==> config.mk <==
export PLATFORM = sky130hd
export DESIGN_NAME = sysid_regs
export DESIGN_NICKNAME = d
export VERILOG_FILES = /design/src/rtl/sysid_pkg.sv /design/src/rtl/sysid_uptime.sv /design/src/rtl/sysid_regs.sv
export SDC_FILE = /design/constraint.sdc
export NUM_CORES = 1
export LEC_CHECK = 0
export ABC_AREA = 0
export CAP_MARGIN = 40
export CORE_MARGIN = 10
export CORE_UTILIZATION = 49
export CTS_BUF_LIST = sky130_fd_sc_hd__clkbuf_2
export CTS_CLUSTER_DIAMETER = 40
export DETAILED_ROUTE_END_ITERATION = 10
export GPL_TIMING_DRIVEN = 1
export PLACE_DENSITY = 0.82
export RECOVER_POWER = 100
export SLEW_MARGIN = 20
export SYNTH_ARGS = -nofsm -noshare
export SYNTH_HDL_FRONTEND = slang
export SYNTH_SLANG_ARGS = --single-unit
==> constraint.sdc <==
create_clock -name clock -period 1 [get_ports clock]
set_input_delay 0.2 -clock clock [delete_from_list [all_inputs] [get_ports clock]]
set_output_delay 0.2 -clock clock [all_outputs]
set_load 0.03 [all_outputs]
==> src/rtl/sysid_pkg.sv <==
// sysid_pkg: register map, CAPS layout and shared widths for sysid_regs.
package sysid_pkg;

   localparam int unsigned DATA_W = 32;
   localparam int unsigned BE_W   = DATA_W / 8;
   localparam int unsigned CNT_W  = 64;

   // Word offsets of the register map; NUM_REGS and above are unmapped.
   localparam int unsigned REG_ID        = 0;
   localparam int unsigned REG_TIMESTAMP = 1;
   localparam int unsigned REG_CAPS      = 2;
   localparam int unsigned REG_SCRATCH   = 3;
   localparam int unsigned REG_UPTIME_LO = 4;
   localparam int unsigned REG_UPTIME_HI = 5;
   localparam int unsigned REG_CONTROL   = 6;

   // CAPS word layout.
   localparam logic [15:0] CAPS_VERSION    = 16'h0002;
   localparam int unsigned CAPS_UPTIME_BIT = 0;
   localparam int unsigned CAPS_AW_LSB     = 8;
   localparam int unsigned CAPS_VER_LSB    = 16;

   // CONTROL bit that clears the uptime counter.
   localparam int unsigned CTRL_CLR_BIT = 0;

   // Builds the CAPS word from the address width and uptime presence.
   function automatic logic [DATA_W-1:0] caps_word(input int unsigned aw, input logic uptime);
      logic [DATA_W-1:0] w;
      w                      = '0;
      w[CAPS_UPTIME_BIT]     = uptime;
      w[CAPS_AW_LSB +: 8]    = 8'(aw);
      w[CAPS_VER_LSB +: 16]  = CAPS_VERSION;
      return w;
   endfunction

endpackage

==> src/rtl/sysid_uptime.sv <==
// sysid_uptime: 64-bit free-running counter with high-word shadow.
// Present only when SYSID_UPTIME_EN is defined; clear beats snapshot.
`ifdef SYSID_UPTIME_EN
module sysid_uptime
   import sysid_pkg::*;
(
   input  logic              clk_i,
   input  logic              rst_ni,
   input  logic              snap_i,
   input  logic              clr_i,
   output logic [DATA_W-1:0] cnt_lo_o,
   output logic [DATA_W-1:0] shadow_hi_o
);

   logic [CNT_W-1:0]  cnt_q, cnt_d;
   logic [DATA_W-1:0] shadow_q, shadow_d;

   // Next-state: clear wins over both increment and snapshot.
   always_comb begin
      cnt_d    = cnt_q + CNT_W'(1);
      shadow_d = shadow_q;
      if (clr_i) begin
         cnt_d    = '0;
         shadow_d = '0;
      end else if (snap_i) begin
         shadow_d = cnt_q[CNT_W-1:DATA_W];
      end
   end

   // Counter and shadow registers.
   always_ff @(posedge clk_i or negedge rst_ni) begin
      if (!rst_ni) begin
         cnt_q    <= '0;
         shadow_q <= '0;
      end else begin
         cnt_q    <= cnt_d;
         shadow_q <= shadow_d;
      end
   end

   assign cnt_lo_o    = cnt_q[DATA_W-1:0];
   assign shadow_hi_o = shadow_q;

endmodule
`endif

==> src/rtl/sysid_regs.sv <==
// sysid_regs: Avalon-MM system-ID slave (ID, timestamp, CAPS, scratch,
// optional uptime counter). Define SYSID_UPTIME_EN to include the uptime
// counter, its high shadow and the CONTROL clear.
module sysid_regs
   import sysid_pkg::*;
#(
   parameter logic [DATA_W-1:0] ID_VALUE      = 32'h0000_0000,
   parameter logic [DATA_W-1:0] TIMESTAMP     = 32'd1338190563,
   parameter int unsigned       ADDR_W        = 3,   // must be >= 3
   parameter logic [DATA_W-1:0] SCRATCH_RESET = 32'h0000_0000
)(
   input  logic              clock,
   input  logic              reset_n,
   input  logic [ADDR_W-1:0] address,
   input  logic              read,
   input  logic              write,
   input  logic [DATA_W-1:0] writedata,
   input  logic [BE_W-1:0]   byteenable,
   output logic [DATA_W-1:0] readdata,
   output logic              readdatavalid
);

`ifdef SYSID_UPTIME_EN
   localparam logic UPTIME_PRESENT = 1'b1;
`else
   localparam logic UPTIME_PRESENT = 1'b0;
`endif
   localparam logic [DATA_W-1:0] CAPS_VALUE = caps_word(ADDR_W, UPTIME_PRESENT);

   logic [DATA_W-1:0] scratch_q, scratch_d;
   logic [DATA_W-1:0] readdata_q;
   logic              rdv_q;
   logic [DATA_W-1:0] rdata_c;
   logic [DATA_W-1:0] up_lo, up_hi;

`ifdef SYSID_UPTIME_EN
   logic snap, clr;

   // Snapshot on a UPTIME_LO read; clear on CONTROL bit0 with lane 0 enabled.
   always_comb begin
      snap = read && (address == ADDR_W'(REG_UPTIME_LO));
      clr  = write && (address == ADDR_W'(REG_CONTROL))
             && byteenable[0] && writedata[CTRL_CLR_BIT];
   end

   sysid_uptime u_uptime (
      .clk_i       (clock),
      .rst_ni      (reset_n),
      .snap_i      (snap),
      .clr_i       (clr),
      .cnt_lo_o    (up_lo),
      .shadow_hi_o (up_hi)
   );
`else
   assign up_lo = '0;
   assign up_hi = '0;
`endif

   // Scratch next-state: merge only the enabled byte lanes.
   always_comb begin
      scratch_d = scratch_q;
      if (write && (address == ADDR_W'(REG_SCRATCH))) begin
         for (int i = 0; i < int'(BE_W); i++) begin
            if (byteenable[i]) scratch_d[8*i +: 8] = writedata[8*i +: 8];
         end
      end
   end

   // Scratch register.
   always_ff @(posedge clock or negedge reset_n) begin
      if (!reset_n) scratch_q <= SCRATCH_RESET;
      else          scratch_q <= scratch_d;
   end

   // Read mux over current (pre-write) register values.
   always_comb begin
      rdata_c = '0;
      case (address)
         ADDR_W'(REG_ID):        rdata_c = ID_VALUE;
         ADDR_W'(REG_TIMESTAMP): rdata_c = TIMESTAMP;
         ADDR_W'(REG_CAPS):      rdata_c = CAPS_VALUE;
         ADDR_W'(REG_SCRATCH):   rdata_c = scratch_q;
         ADDR_W'(REG_UPTIME_LO): rdata_c = up_lo;
         ADDR_W'(REG_UPTIME_HI): rdata_c = up_hi;
         ADDR_W'(REG_CONTROL):   rdata_c = '0;
         default:                rdata_c = '0;
      endcase
   end

   // Registered read path: data updates only on a read, valid pulses once.
   always_ff @(posedge clock or negedge reset_n) begin
      if (!reset_n) begin
         readdata_q <= '0;
         rdv_q      <= 1'b0;
      end else begin
         rdv_q <= read;
         if (read) readdata_q <= rdata_c;
      end
   end

   assign readdata      = readdata_q;
   assign readdatavalid = rdv_q;

endmodule

**Word-level counts from Yosys, hierarchy flattened**

Cells that the tools add are included.

- Output and inout bits: 33
- Flip-flop bits (word level): 65
- Logic and storage cells: 15
- Input bits: 43

- Equal/unequal tests: 3
- Muxes and demuxes: 1
- Reductions and logical operators: 5

Operators by type and width:

| operator | count |
|---|---|
| one-hot mux 32 bit (3 select lines) | 1 |
| AND reduction 2 bit | 4 |
| == test 3 x 2 -> 1 bit (second input constant) | 2 |
| == test 3 x 1 -> 1 bit (second input constant) | 1 |
| logical AND 1 bit | 1 |

**Logic depth before layout (Yosys ltp)**

Gate-level depths: netlist (run 1).

- Word-level depth: 3
- Gate-level depth with buffers: 5
- Gate-level depth less buffers: 3

**Worst setup path after synthesis (run 1)**

No wires, ideal clock.

- Path type: input to register
- Start: in address[1]
- End: reg scratch_q[0]
- Slack: -0.227 ns
- Stages on the path: 5
- Arrival time: 1.102 ns
- Data required time: 0.875 ns
- Setup time: 0.125 ns
- Buffers on the path: 2
- Cell sequence: buf_4 -> and4b_1 -> buf_6 -> nand2_8 -> mux2_4

- Word-level cells in the longest chain between the ends: 3

Ends and longest elaborated chain:

| element | line | source |
|---|---|---|
| from (decl) | sysid_regs.sv:14 | `input logic [ADDR_W-1:0] address,` |
| == test 3 x 2 -> 1 bit | sysid_regs.sv:62 | `if (write && (address == ADDR_W'(REG_SCRATCH))) begin` |
| logical AND 1 bit | sysid_regs.sv:62 |  |
| AND reduction 2 bit (no source line) | -- |  |
| to (signal assigned) | sysid_regs.sv:72 | `else scratch_q <= scratch_d;` |
| to (decl) | sysid_regs.sv:30 | `logic [DATA_W-1:0] scratch_q, scratch_d;` |

Every way passes these cells.
A chain may end at the register's enable or synchronous reset.

**Worst setup path in the final report (run 1)**

- Start: reg readdata_q[29] (netlist: readdata[29])
- End: out readdata[29]

RTL lines:

| element | line | source |
|---|---|---|
| from (decl) | sysid_regs.sv:31 | `logic [DATA_W-1:0] readdata_q;` |
| from (signal assigned) | sysid_regs.sv:97 | `if (read) readdata_q <= rdata_c;` |
| to (decl) | sysid_regs.sv:19 | `output logic [DATA_W-1:0] readdata,` |

No word-level cell between the ends.

==> summary.txt, run 1 <==
Pwr
  – Leakage: about 0.0019 uW
  – Internal power: 4470 uW
  – Pwr Density: 1570 mW/mm2
  – Switch Pwr: 1650 uW
  – Clock power share: 23.4%
  – Overall power: 6120 uW
  – Net Sw Frac: between 20% and 30%
  – Comb power frac: approximately 23%
  – Share of power burned in registers: 53.4%
  – Max VDD drop: 0.000942 V

Detailed routing
  – Final ANT Viol Nets: 0
  – Pre-antenna DRT Iters: 4
  – Vias per cell: 5.08
  – Initial DRC Count: 58
  – DRC: 0
  – Vias after detailed routing: 1813
  – Final wirelength: ~6.7 mm
  – WL per Instance: 18.7 um

Critical path
  – Critical path's top delay family: flip-flops
  – CP Cell Sequence: buf_6
  – Crit Path Category: reg2out
  – CP Capture Type: output port
  – Buf/Inv on CP: 1
  – CP Launch Type: flip-flop
  – Slowest CP cell: dfrtp_1
  – Max FO, Critical Path: 2
  – Critical path's largest stage delay: 0.45 ns
  – WP data required: 0.80 ns
  – WP data arrival: 1.06 ns

Worst hold path
  – Hold WC Path Type: in2async

Timing
  – Final setup vio count: 89
  – Least-Margin Pin Slew: 0.608 ns
  – Hold Violations, Final: 0
  – RSZ-0062 raised after global routing: true
  – Clock Skew: about 0.017 ns
  – Max Fclk: roughly 0.8 GHz
  – Fin. max-slew vios: 0
  – Final WS setup: -0.259 ns
  – Worst slew margin: 59.4%
  – Final min period: between 1 and 1.5 ns
  – Crit share post-route: 126%
  – Hold_ws: 0.222 ns

Layout
  – Antenna diodes: 0
  – Finished Layout Cells: around 360
  – Share of layout cells above drive strength 1: 40.4%
  – Final net count: 326
  – Synth-to-layout area growth: 45.6%

Clocking
  – CTS Buffer Depth: 2
  – H-tree depth: 3
  – Clock latency on the worst-skew pair: 0.46 ns
  – Num Clock Sinks: 65
  – CTS root buffer: clkbuf_2
  – CTS tree: built
  – Clock buffer count from CTS: 9
  – Worst-path clk slew: approximately 0.17 ns

Yosys
  – Top_reg_cell synth: dfrtp_1
  – Seq/Total Area, Yosys: 60.7%
  – Avg Cell Area, Syn: about 16 um2
  – Leading post-synthesis cells by cell area: dfrtp_1, mux2_4, o2bb2ai_1
  – Yosys cell types: 21
  – Synth area leader: dfrtp_1
  – Most common cell in the netlist: dfrtp_1
  – Async S/R FF share, synth: 100%
  – FF+latch count, synth: 65
  – Cell Area, Synth: 0.00268 mm2
  – Synthesized instance count: 169
  – Area share of the largest cell type after synthesis: between 60 and 70%
  – Syn Nets: 212
  – Commonest cells post-synth: dfrtp_1, mux2_4, nor2b_1, o2bb2ai_1, a22o_1
  – Yosys warning total: 0
  – Post-synth EDFFs: 0

GRT
  – First-pass GRT wire length: 10.7 mm
  – Met2 Use GR: 25.8%
  – Initial antenna violation count: 0
  – GR Layer Usage met1: 18.2%
  – GR peak layer: met2
  – Number of global-route vias before repair: around 2100
  – Largest net degree at the start of global routing: 30
  – Gr ovfl total: 0
  – Routing usage on met3: 4.88%
  – GRT Total Usage: between 10% and 20%

Floorplan
  – Die area: 0.00883 mm2
  – IO Count: 76
  – Core footprint: 0.00520 mm2
  – Die Span X: 94.0 um
  – Die height: about 94 um
  – Initial core utilization: 51.5%
  – # rows: 26

Run status
  – Failing checks: negative setup slack
  – Status: finished, violations left

Place
  – Detail Placement HPWL: 4.71 mm
  – GP Congestion: 0.769
  – # port buffers: between 70 and 80
  – Post-Place Cells: 320

Flow run
  – Max cap viols: 0
## state kept, by name, summed over array words and instances, names as in the netlist
register and cells:
scratch_q 32, readdata 32, readdatavalid 1
## cell type report
cell class              instances  area (um2)
clock buffers                  11        55.1
inverters                       4        15.0
multi-input cells              92         986
clock inverters                 4        45.0
repair buffers                111        1090
flip-flops and latches         65        1630
fillers                       337        1300
well taps                      70        87.6
## through the flow
step | setup WS (ns) | utilization (%) | TNS [ns] | instance area, um2
finish | -0.259 | 75.0 | -9.06 | 3900
global route | -0.360 | 75.0 | -11.91 | 3900
CTS | -0.293 | 74.8 | -8.73 | 3890
detailed placement | -0.669 | 68.5 | -36.05 | 3570
global placement | -0.624 | 68.5 | -33.35 | 3570
floorplan | -0.173 | - | -5.53 | 2690
## final timing paths
kind                                      startpoint                  endpoint  slack, ns  cells after the start
min in group clock                        address[2]   readdata[8]$_DFFE_PN0P_       0.25                      4
max in group asynchronous                    reset_n  scratch_q[3]$_DFFE_PN0P_       0.09                      3
setup reg to reg            readdata[24]$_DFFE_PN0P_  readdata[24]$_DFFE_PN0P_       0.11                      3
setup / recovery            readdata[29]$_DFFE_PN0P_              readdata[29]      -0.26                      1
hold reg to reg            scratch_q[31]$_DFFE_PN0P_  readdata[31]$_DFFE_PN0P_       0.52                      1
hold / removal                               reset_n  readdata[30]$_DFFE_PN0P_       0.22                      2
## worst register-to-register path, delay by kind of cell (launching register included)
kind | cells | cell delay, ns
buf+inv | 2 | 0.25
flops | 1 | 0.42
compound gates | 1 | 0.12
## cell usage in the layout, fill, tap and decap left out, drive strengths merged, types with 4 or more instances in the layout
cell / count
a22o: 14
buf: 67
clkbuf: 13
clkdlybuf4s50: 37
dfrtp: 65
dlygate4sd2: 4
inv: 4
mux2: 32
nand2: 5
nor2b: 15
o2bb2ai: 15
## power groups by stage
stage | Sequential, uW | Clock, uW | Combinational [uW]
2_1_floorplan | 3400 | 0 | 623
5_1_grt | 3310 | 1620 | 1530
4_1_cts | 3260 | 1460 | 1430
3_5_place_dp | 3300 | 0 | 1320
3_3_place_gp | 3280 | 0 | 1280
6_report | 3270 | 1430 | 1420
## cells by family after synthesis
kind of cell | share of synthesized area [%]
muxes | 17.9
and+or+nand+nor | 8.22
DFF | 60.7
buffers and inverters | 2.19
AOI/OAI and AO/OA | 11.0
## repair_timing
item,in CTS,in global routing
setup endpoints to repair,81,33
hold endpoints to repair,65,0
pin swaps,1,0
resized for setup,35,0
setup buffers,14,7
hold buffers,1,0
## per-layer routing
layer  share of wire, %  vias to the layer above
met4                2.9                        0
met5                  0                        -
met1                 42                      904
met2                 50                       56
li1                   -                      838
met3                5.8                       15
No activity file was read; power rests on OpenSTA's default activity.
==> run 2: changes to the inputs <==
--- a/config.mk
+++ b/config.mk
@@ -7,6 +7,7 @@
 export LEC_CHECK = 0
 export ABC_AREA = 0
 export CAP_MARGIN = 40
+export CORE_ASPECT_RATIO = 0.7
 export CORE_MARGIN = 10
 export CORE_UTILIZATION = 49
 export CTS_BUF_LIST = sky130_fd_sc_hd__clkbuf_2
==> constraint.sdc (replaced) <==
create_clock -name clock -period 1.2 [get_ports clock]
set_input_delay 0.24 -clock clock [delete_from_list [all_inputs] [get_ports clock]]
set_output_delay 0.24 -clock clock [all_outputs]
set_load 0.03 [all_outputs]
==> run 2 against run 1 <==
Effect of this change:
- the run still ends with negative setup slack left
- via count decreased by 0.22%
- sequential cell count unchanged
- utilization decreased by 0.51 points
- sequential share of layout area is 0.13 points lower
- die area increased by 0.54%
==> summary.txt, run 2 (synthesis gave the netlist of run 1 again) <==
Run status
  – Status: finished, violations left (unchanged)
  – Failing checks: negative setup slack (unchanged)

Critical path
  – Buf/Inv on CP: 1 (unchanged)
  – WP data arrival: 1.09 ns (was 1.06 ns)
  – WP data required: 0.96 ns (was 0.80 ns)
  – Slowest CP cell: dfrtp_1 (unchanged)
  – CP Capture Type: output port (unchanged)
  – Critical path's top delay family: flip-flops (unchanged)
  – CP Cell Sequence: buf_6 (unchanged)
  – CP Launch Type: flip-flop (unchanged)
  – Critical path's largest stage delay: 0.45 ns (about the same)
  – Max FO, Critical Path: 2 (unchanged)
  – Crit Path Category: reg2out (unchanged)

Layout
  – Antenna diodes: 0 (unchanged)
  – Post-route cell area: 0.00392 mm2 (was 0.00390 mm2)
  – Share of layout cells above drive strength 1: 41.9% (was 40.4%)
  – Synth-to-layout area growth: 46.1% (was 45.6%)
  – Final net count: 329 (was 326)
  – Finished Layout Cells: 363 (was 357)
  – Commonest non-fill, non-tap cell in the layout: dfrtp_1 (unchanged)
  – Most frequent cells in the layout: dfrtp_1, clkdlybuf4s50_1, mux2_4, buf_6, buf_4 (was dfrtp_1, clkdlybuf4s50_1, buf_6)

GRT
  – Number of global-route vias before repair: 2006 (was 2107)
  – Initial antenna violation count: 0 (unchanged)
  – GRT Total Usage: 15.8% (was 16.0%)
  – Gr ovfl total: 0 (unchanged)
  – Largest net degree at the start of global routing: 66 (was 30)
  – First-pass GRT wire length: 10.6 mm (was 10.7 mm)

Floorplan
  – Core footprint: 0.00526 mm2 (was 0.00520 mm2)
  – Die height: 81.9 um (was 94.0 um)
  – Die Span X: 108 um (was 94.0 um)
  – Die area: 0.00887 mm2 (was 0.00883 mm2)
  – IO Count: 76 (unchanged)
  – Initial core utilization: 51.0% (was 51.5%)
  – # rows: 22 (was 26)

Place
  – Detail Placement HPWL: 4.60 mm (was 4.71 mm)
  – GP Congestion: 0.750 (was 0.769)
  – Post-DP Area: 0.00355 mm2 (was 0.00357 mm2)
  – # port buffers: 75 (unchanged)
  – Post-Place Cells: 325 (was 320)
  – Setup WS pre-CTS: -0.496 ns (was -0.669 ns)

Clocking
  – Num Clock Sinks: 65 (unchanged)
  – CTS tree: built (unchanged)
  – H-tree depth: 3 (unchanged)
  – CTS root buffer: clkbuf_2 (unchanged)
  – Clock buffer count from CTS: 9 (unchanged)
  – Clock latency on the worst-skew pair: 0.48 ns (was 0.46 ns)
  – CTS Buffer Depth: 2 (unchanged)
  – Worst-path clk slew: 0.17 ns (about the same)

Timing
  – Final setup vio count: 65 (was 89)
  – Crit share post-route: 111%
  – Fin. max-slew vios: 0 (unchanged)
  – Final WS setup: -0.130 ns (was -0.259 ns)
  – Final setup TNS: -3.83 ns (was -9.06 ns)
  – Final min period: 1.33 ns
  – Worst slew margin: 43.3% (was 59.4%)
  – RSZ-0062 raised after global routing: true (unchanged)
  – Max Fclk: approximately 0.75 GHz
  – Least-Margin Pin Slew: 0.851 ns (was 0.608 ns)
  – Hold Violations, Final: 0 (unchanged)
  – Clock Skew: 0.0179 ns (was 0.0169 ns)

Pwr
  – Comb power frac: 23.2% (about the same)
  – Clock power share: 23.9% (was 23.4%)
  – Net Sw Frac: 27.7% (was 27.0%)
  – Switch Pwr: 1430 uW (was 1650 uW)
  – Max VDD drop: 0.00118 V (was 0.000942 V)
  – Leakage: 0.00192 uW (was 0.00191 uW)
  – Pwr Density: 1320 mW/mm2 (was 1570 mW/mm2)
  – Overall power: 5160 uW (was 6120 uW)
  – Share of power burned in registers: 52.9% (was 53.4%)
  – Internal power: 3730 uW (was 4470 uW)

Detailed routing
  – Final ANT Viol Nets: 0 (unchanged)
  – Vias per cell: 4.98 (was 5.08)
  – WL per Instance: 18.3 um (was 18.7 um)
  – Pre-antenna DRT Iters: 4 (unchanged)
  – Vias after detailed routing: 1809 (was 1813)
  – DRC: 0 (unchanged)
  – Final wirelength: 6.63 mm (was 6.67 mm)
  – Initial DRC Count: 60 (was 58)

Flow run
  – Max cap viols: 0 (unchanged)

Worst hold path
  – Hold WC Path Type: in2reg (was in2async)
-- run 2: through the flow --
stage               hold WS, ns  utilization, %
CTS                       0.233            74.3
global route              0.276            74.5
floorplan               -0.0556               -
detailed placement        0.280            67.6
global placement          0.275            67.6
finish                    0.355            74.5
-- run 2: power by group through the flow --
stage / Sequential [uW] / Clock, uW / Combinational (uW)
2_1_floorplan: 2840 / 0 / 519
3_3_place_gp: 2740 / 0 / 1060
3_5_place_dp: 2750 / 0 / 1090
4_1_cts: 2720 / 1290 / 1200
5_1_grt: 2760 / 1390 / 1280
6_report: 2730 / 1230 / 1200
-- run 2: cell type report --
| type | count | area, um2 |
|---|---|---|
| Sequential cell | 65 | 1630 |
| Fill cell | 343 | 1340 |
| Timing Repair Buffer | 114 | 1080 |
| Multi-Input combinational cell | 92 | 995 |
| Tap cell | 72 | 90.1 |
| Clock inverter | 6 | 58.8 |
| Clock buffer | 10 | 50.0 |
| Inverter | 4 | 15.0 |
-- run 2: repair_timing --
item                                    in CTS  in global routing
buffers inserted                            15                  6
hold endpoints to repair                    65                  0
hold buffers                                 1                  0
endpoints found under the setup margin      33                 33
resized for setup                           32                  0
-- run 2: worst paths after layout --
kind	from	to	slack [ns]	cells past startpoint
worst max-delay path	readdata[22]$_DFFE_PN0P_	readdata[22]	-0.13	1
worst min-delay path	writedata[17]	scratch_q[17]$_DFFE_PN0P_	0.35	2
worst max register to register	readdata[19]$_DFFE_PN0P_	readdata[19]$_DFFE_PN0P_	0.31	2
worst min register to register	scratch_q[31]$_DFFE_PN0P_	readdata[31]$_DFFE_PN0P_	0.51	1
max in group asynchronous	reset_n	readdata[16]$_DFFE_PN0P_	0.15	3
min in group asynchronous	reset_n	readdata[1]$_DFFE_PN0P_	0.49	3
-- run 2: per-layer routing --
layer / routed length, um / GRT usage, % / vias to the layer above / share of wire, %
li1: - / - / 851 / -
met1: 2960 / 19.6 / 890 / 45
met2: 2940 / 23.9 / 63 / 44
met3: 681 / 7.82 / 5 / 10
met4: 44 / 5.12 / 0 / 0.66
met5: 0 / 0 / - / 0
==> run 3: changes to the inputs <==
--- a/config.mk
+++ b/config.mk
@@ -6,6 +6,7 @@
 export NUM_CORES = 1
 export LEC_CHECK = 0
 export ABC_AREA = 0
+export ABC_CLOCK_PERIOD_IN_PS = 1200
 export CAP_MARGIN = 40
 export CORE_ASPECT_RATIO = 0.7
 export CORE_MARGIN = 10
==> results of run 3 <==
Same layout as run 2: the final DEF is identical, and so are final timing and power.
==> RTL edit 1: new RTL, settings of run 3 <==
Build with the macro `SYSID_UPTIME_EN` defined.
--- a/src/rtl/sysid_uptime.sv
+++ b/src/rtl/sysid_uptime.sv
@@ -1,5 +1,7 @@
 // sysid_uptime: 64-bit free-running counter with high-word shadow.
 // Present only when SYSID_UPTIME_EN is defined; clear beats snapshot.
+`define SYSID_UPTIME_EN
+
 `ifdef SYSID_UPTIME_EN
 module sysid_uptime
    import sysid_pkg::*;
Check against the original RTL: not equivalent (Yosys sat finds a counterexample within 4 cycles, from zero or initial values and one cycle with reset_n low).
==> RTL edit 1 against run 3 <==
- the run still ends with negative setup slack left
- total power grew to 3.4 times the old value
- register-to-register slack worse by 1500 ps
- cell area grew to 2.8 times the old value
- largest power group unchanged
- worst setup slack worse by 1000 ps
- cell count grew to 3.3 times the old value
- routed wire length grew to 4.4 times the old value
- largest cell class unchanged
- synthesized area grew to 2.8 times the old value
- first-iteration DRC count grew to 19 times the old value
- sequential cell count is 96 higher
- clock power grew to 2.8 times the old value
- highest routed layer unchanged
- critical path depth is 5 higher
==> RTL edit 1: results (changes against run 3) <==
.. list-table::
   :header-rows: 1

   * - Metric
     - Value
   * - Status
     - complete, but fails checks
   * - Violations in the final reports
     - negative setup slack
   * - Wire length of the first global-routing pass
     - 39900 microns (+280%)
   * - GRT Resource Usage Total
     - 24.3% (+8.5 points)
   * - Layout Skew
     - 52.6 ps (+34.7 ps)
   * - Final setup violation count
     - 317 (+390%)
   * - Normalized max-slew margin
     - 61.5% (+18 points)
   * - Drt pass-1 iters
     - 6 (+2)
   * - Count of unique library cells instantiated by Yosys
     - 34 (+62%)
   * - Sequential area share after synthesis
     - 53.9% (-6.8 points)
   * - Leading post-synthesis cells by cell area
     - dfrtp_1 (54%), a22o_1 (5.4%), mux2_2 (4.8%)
   * - Setup slack of the critical path after layout
     - -1180 ps (-1050 ps)
   * - Maximum number of pins on one net before global-route repair
     - 47 (-29%)
   * - HPWL reported at the end of detailed placement
     - 16400 microns (+260%)
   * - Fillers
     - 870 (+150%)
   * - Fraction of the mapped netlist area in compound gates
     - 17.3% (+6.4 points)
   * - RD Place Congestion
     - 0.871 (+16%)
   * - CTS buffer count
     - 17 (+8)
   * - Starting DRT DRC Count
     - 1147 (+1800%)
   * - Vias in the first global route
     - 7381 (+270%)
   * - Number of H-tree branching levels
     - 4 (+1)
   * - Clock network latency to the later pin of the worst-skew pair
     - 810 ps (+330 ps)
   * - Crit path DAT
     - 3100 ps (+2010 ps)
   * - Net count of the finished layout
     - 1014 (+210%)
   * - Clock transition time at the flip-flop clock pins of the worst setup and hold paths
     - 270 ps (+100 ps)
   * - Postcts setup bufs
     - 28 (+13)
   * - Net Sw Frac
     - 36.1% (+8.4 points)
   * - Post-route worst hold slack
     - 68.3 ps (-286 ps)
   * - Total placed instance area
     - 0.00968 sq mm (+170%)
   * - Multiplexer fraction of the synthesized cell area
     - 4.82% (-13 points)
   * - Number of placed instances with taps included
     - 1088 (+230%)
   * - Number of cell instances on the worst register-to-register path
     - 6 (+4)
   * - Capture point of the worst path
     - u_uptime.cnt_q[43]$_DFF_PN0_
   * - Crit-path max FO
     - 7 (+5)
   * - Setup_tns
     - -87020 ps (-83190 ps)
   * - Share of the synthesized netlist area taken by xor and xnor gates
     - 3.63% (+3.6 points)
   * - Gates resized, CTS repair
     - 97 (+200%)
   * - Worst vdd rail ir drop
     - 809 uV (-32%)
   * - Number of instances in the synthesized netlist
     - 722 (+330%)
   * - Count of placed standard cells in the final layout, fillers left out
     - 1180 (+230%)
==> RTL edit 1: cell types whose count changed after synthesis, moves of 26 or more <==
cell,delta
dfrtp_1,+96
inv_1,+46
o22ai_1,+46
nor2_1,+45
clkbuf_1,+40
a21oi_1,+36
a22o_1,+32
mux2_2,+32
mux2_4,-32
nand3_1,+30
a22oi_1,+28
nand2_1,+26
==> RTL edit 1: critical path: stages (launching register included) <==
cell and delay (ps):
dfrtp_1 450, nand3_1 100, or4_1 520, or4_4 570, buf_4 180, or3_1 310, a21oi_1 160
==> RTL edit 1: kinds of logic after synthesis <==
family / after synthesis
AO/OA/AOI/OAI: 191
XOR/XNOR: 31
adder cells (fa/ha/maj): 1
buffers and inverters: 97
flip-flops: 161
multiplexers: 32
AND/OR/NAND/NOR: 209
==> RTL edit 1: final cells by class <==
| cell class | instances | area (sq um) | share of cell area [%] |
|---|---|---|---|
| clock inverters | 15 | 191 | 1.76 |
| clock buffers | 17 | 85.1 | 0.781 |
| repair buffers | 275 | 2540 | 23.3 |
| multi-input cells | 465 | 3610 | 33.1 |
| inverters | 50 | 188 | 1.72 |
| diodes | 2 | 5.00 | 0.0459 |
| flip-flops and latches | 161 | 4030 | 37.0 |
| well taps | 195 | 244 | 2.24 |
==> RTL edit 1: power by group through the flow <==
stage | sequential [mW] | combinational (mW) | clock [mW]
after floorplan | 7.97 | 2.16 | 0
after global placement | 7.63 | 4.75 | 0
after detailed placement | 7.71 | 4.98 | 0
after CTS | 7.63 | 5.37 | 3.39
after global routing | 7.91 | 6.40 | 3.72
final | 7.83 | 6.08 | 3.47
==> RTL edit 1: layer usage <==
metal	share of wire [%]	track usage [%]	vias up
met5	0	0	-
met4	5.0	10.5	0
met3	11	8.12	168
met2	47	39.4	604
met1	37	29.4	3672
li1	-	-	3136
==> RTL edit 2: new RTL, settings of run 3 <==
Without the edit above. Register the output `readdata` once more, cleared by the reset; this adds one clock of latency there. The other outputs are not delayed to match.
--- a/src/rtl/sysid_regs.sv
+++ b/src/rtl/sysid_regs.sv
@@ -98,7 +98,13 @@
       end
    end
 
-   assign readdata      = readdata_q;
+   always_ff @(posedge clock or negedge reset_n) begin
+      if (!reset_n) begin
+         readdata <= '0;
+      end else begin
+         readdata <= readdata_q;
+      end
+   end
    assign readdatavalid = rdv_q;
 
 endmodule
Formal check against the unedited RTL: not equivalent (a bounded check fails within 4 cycles, from zero or initial values and one cycle with reset_n low).
==> RTL edit 2 against run 3 <==
- sequential cell count rose by 32
- cell area rose by 19%
- the flow still finishes with violations (negative setup slack)
- synthesized area rose by 30%
- core utilization fell by 6.4 points
- total power rose by 28%
- worst setup slack got worse by 42 ps
- hold slack got worse by 59 ps
- routed wire length rose by 8.1%
- sequential share of layout area rose by 11 points
==> RTL edit 2: results (changes against run 3) <==
.. list-table::
   :header-rows: 1

   * - Metric
     - Value
   * - HPWL reported at the end of detailed placement
     - 5300 microns (+15%)
   * - Worst vdd rail ir drop
     - 700 uV (-41%)
   * - M3 GR Usage
     - 7.00% (-0.82 points)
   * - Signal buf overhead
     - 20.8% (-6.7 points)
   * - Status
     - complete, but fails checks
   * - Clock transition time at the flip-flop clock pins of the worst setup and hold paths
     - 250 ps (+80 ps)
   * - Normalized max-slew margin
     - 67.0% (+24 points)
   * - Maximum number of pins on one net before global-route repair
     - 37 (-44%)
   * - Net count of the finished layout
     - 338 (+2.7%)
   * - Starting DRT DRC Count
     - 62 (+3.3%)
   * - Metal2 WL
     - 3550 microns (+21%)
   * - Share of the final layout cell area in multi-input gates
     - 21.4% (-4.0 points)
   * - Number of cell instances on the worst register-to-register path
     - 3 (+1)
   * - Pre-CTS worst setup slack
     - -539 ps (-42.5 ps)
   * - Clock buf/inv share
     - 2.56% (-0.22 points)
   * - Number of placed instances with taps included
     - 376 (+16%)
   * - Wire length on met3
     - 536 microns (-21%)
   * - Clock network latency to the later pin of the worst-skew pair
     - 540 ps (+60 ps)
   * - Launch instance of the worst min-delay path
     - writedata[24]
   * - Detailed Route WL
     - 7170 microns (+8.1%)
   * - Ranking of synthesized cells by instance count
     - dfrtp_1 (97), mux2_4 (32), nor2b_1 (15), o2bb2ai_1 (15), a22o_1 (14)
   * - Launch point of the worst path
     - readdata[29]$_DFF_PN0_
   * - Mapped Nets
     - 244 (+15%)
   * - Terminus of the critical flop-to-flop path
     - readdata_q[8]$_DFFE_PN0P_
   * - Final setup violation count
     - 106 (+63%)
   * - Violations in the final reports
     - negative setup slack
   * - Overall via count from detail_route
     - 1957 (+8.2%)
   * - Sequential area share after synthesis
     - 69.7% (+9.0 points)
   * - Fillers
     - 492 (+43%)
   * - Crit-path max FO
     - 1 (-1)
   * - Layout Skew
     - 16.1 ps (-1.82 ps)
   * - RD Place Congestion
     - 0.723 (-3.7%)
   * - Launch instance of the worst register-to-register path
     - scratch_q[8]$_DFFE_PN0P_
   * - Setup_tns
     - -7520 ps (-3690 ps)
   * - Setup slack of the critical path after layout
     - -171 ps (-41.6 ps)
   * - GRT Resource Usage Total
     - 13.9% (-1.9 points)
   * - Wire length of the first global-routing pass
     - 11900 microns (+12%)
RTL edit 2: cell types whose count changed after synthesis, sizes merged:
cell	run 3	this run
buf	5	4
clkbuf	3	4
dfrtp	65	97
RTL edit 2: metrics by stage:
stage          total power [mW]  hold WS (ps)  area [sq um]  util, %
2_1_floorplan              4.54         -55.6          3490        -
3_3_place_gp               5.02           127          4410     64.7
3_5_place_dp               5.07           132          4410     64.7
4_1_cts                    6.69          7.41          4660     68.3
5_1_grt                    6.92           217          4640     68.1
6_report                   6.59           296          4640     68.1
RTL edit 2: cells by family (layout without fill, tap and decap cells):
family / count (synthesis) / count (layout) / share of synthesized area [%]
simple gates: 25 / 25 / 6.33
buf+inv: 12 / 111 / 1.69
mux: 32 / 32 / 13.8
compound gates: 35 / 35 / 8.45
flops: 97 / 97 / 69.7
RTL edit 2: repair_timing:
item	4_1_cts	5_1_grt
endpoints found under the setup margin	33	33
hold buffers	1	1
buffers inserted	0	0
endpoints found under the hold margin	97	1
resized for setup	31	0
RTL edit 2: power groups by stage:
stage,logic (mW),clock network (mW),registers (mW)
5_1_grt,1.23,1.74,3.95
3_5_place_dp,1.13,0,3.94
3_3_place_gp,1.10,0,3.92
2_1_floorplan,0.521,0,4.02
4_1_cts,1.18,1.61,3.90
6_report,1.15,1.53,3.90
RTL edit 2: worst max-delay path by stage:
stage / end / slack [ps] / depth (start not counted)
floorplan: scratch_q[0]$_DFFE_PN0P_ / -10 / 5
global placement: scratch_q[11]$_DFFE_PN0P_ / -490 / 5
detailed placement: scratch_q[11]$_DFFE_PN0P_ / -540 / 5
CTS: readdata[12] / -260 / 1
global route: readdata[24] / -290 / 1
finish: readdata[29] / -170 / 1
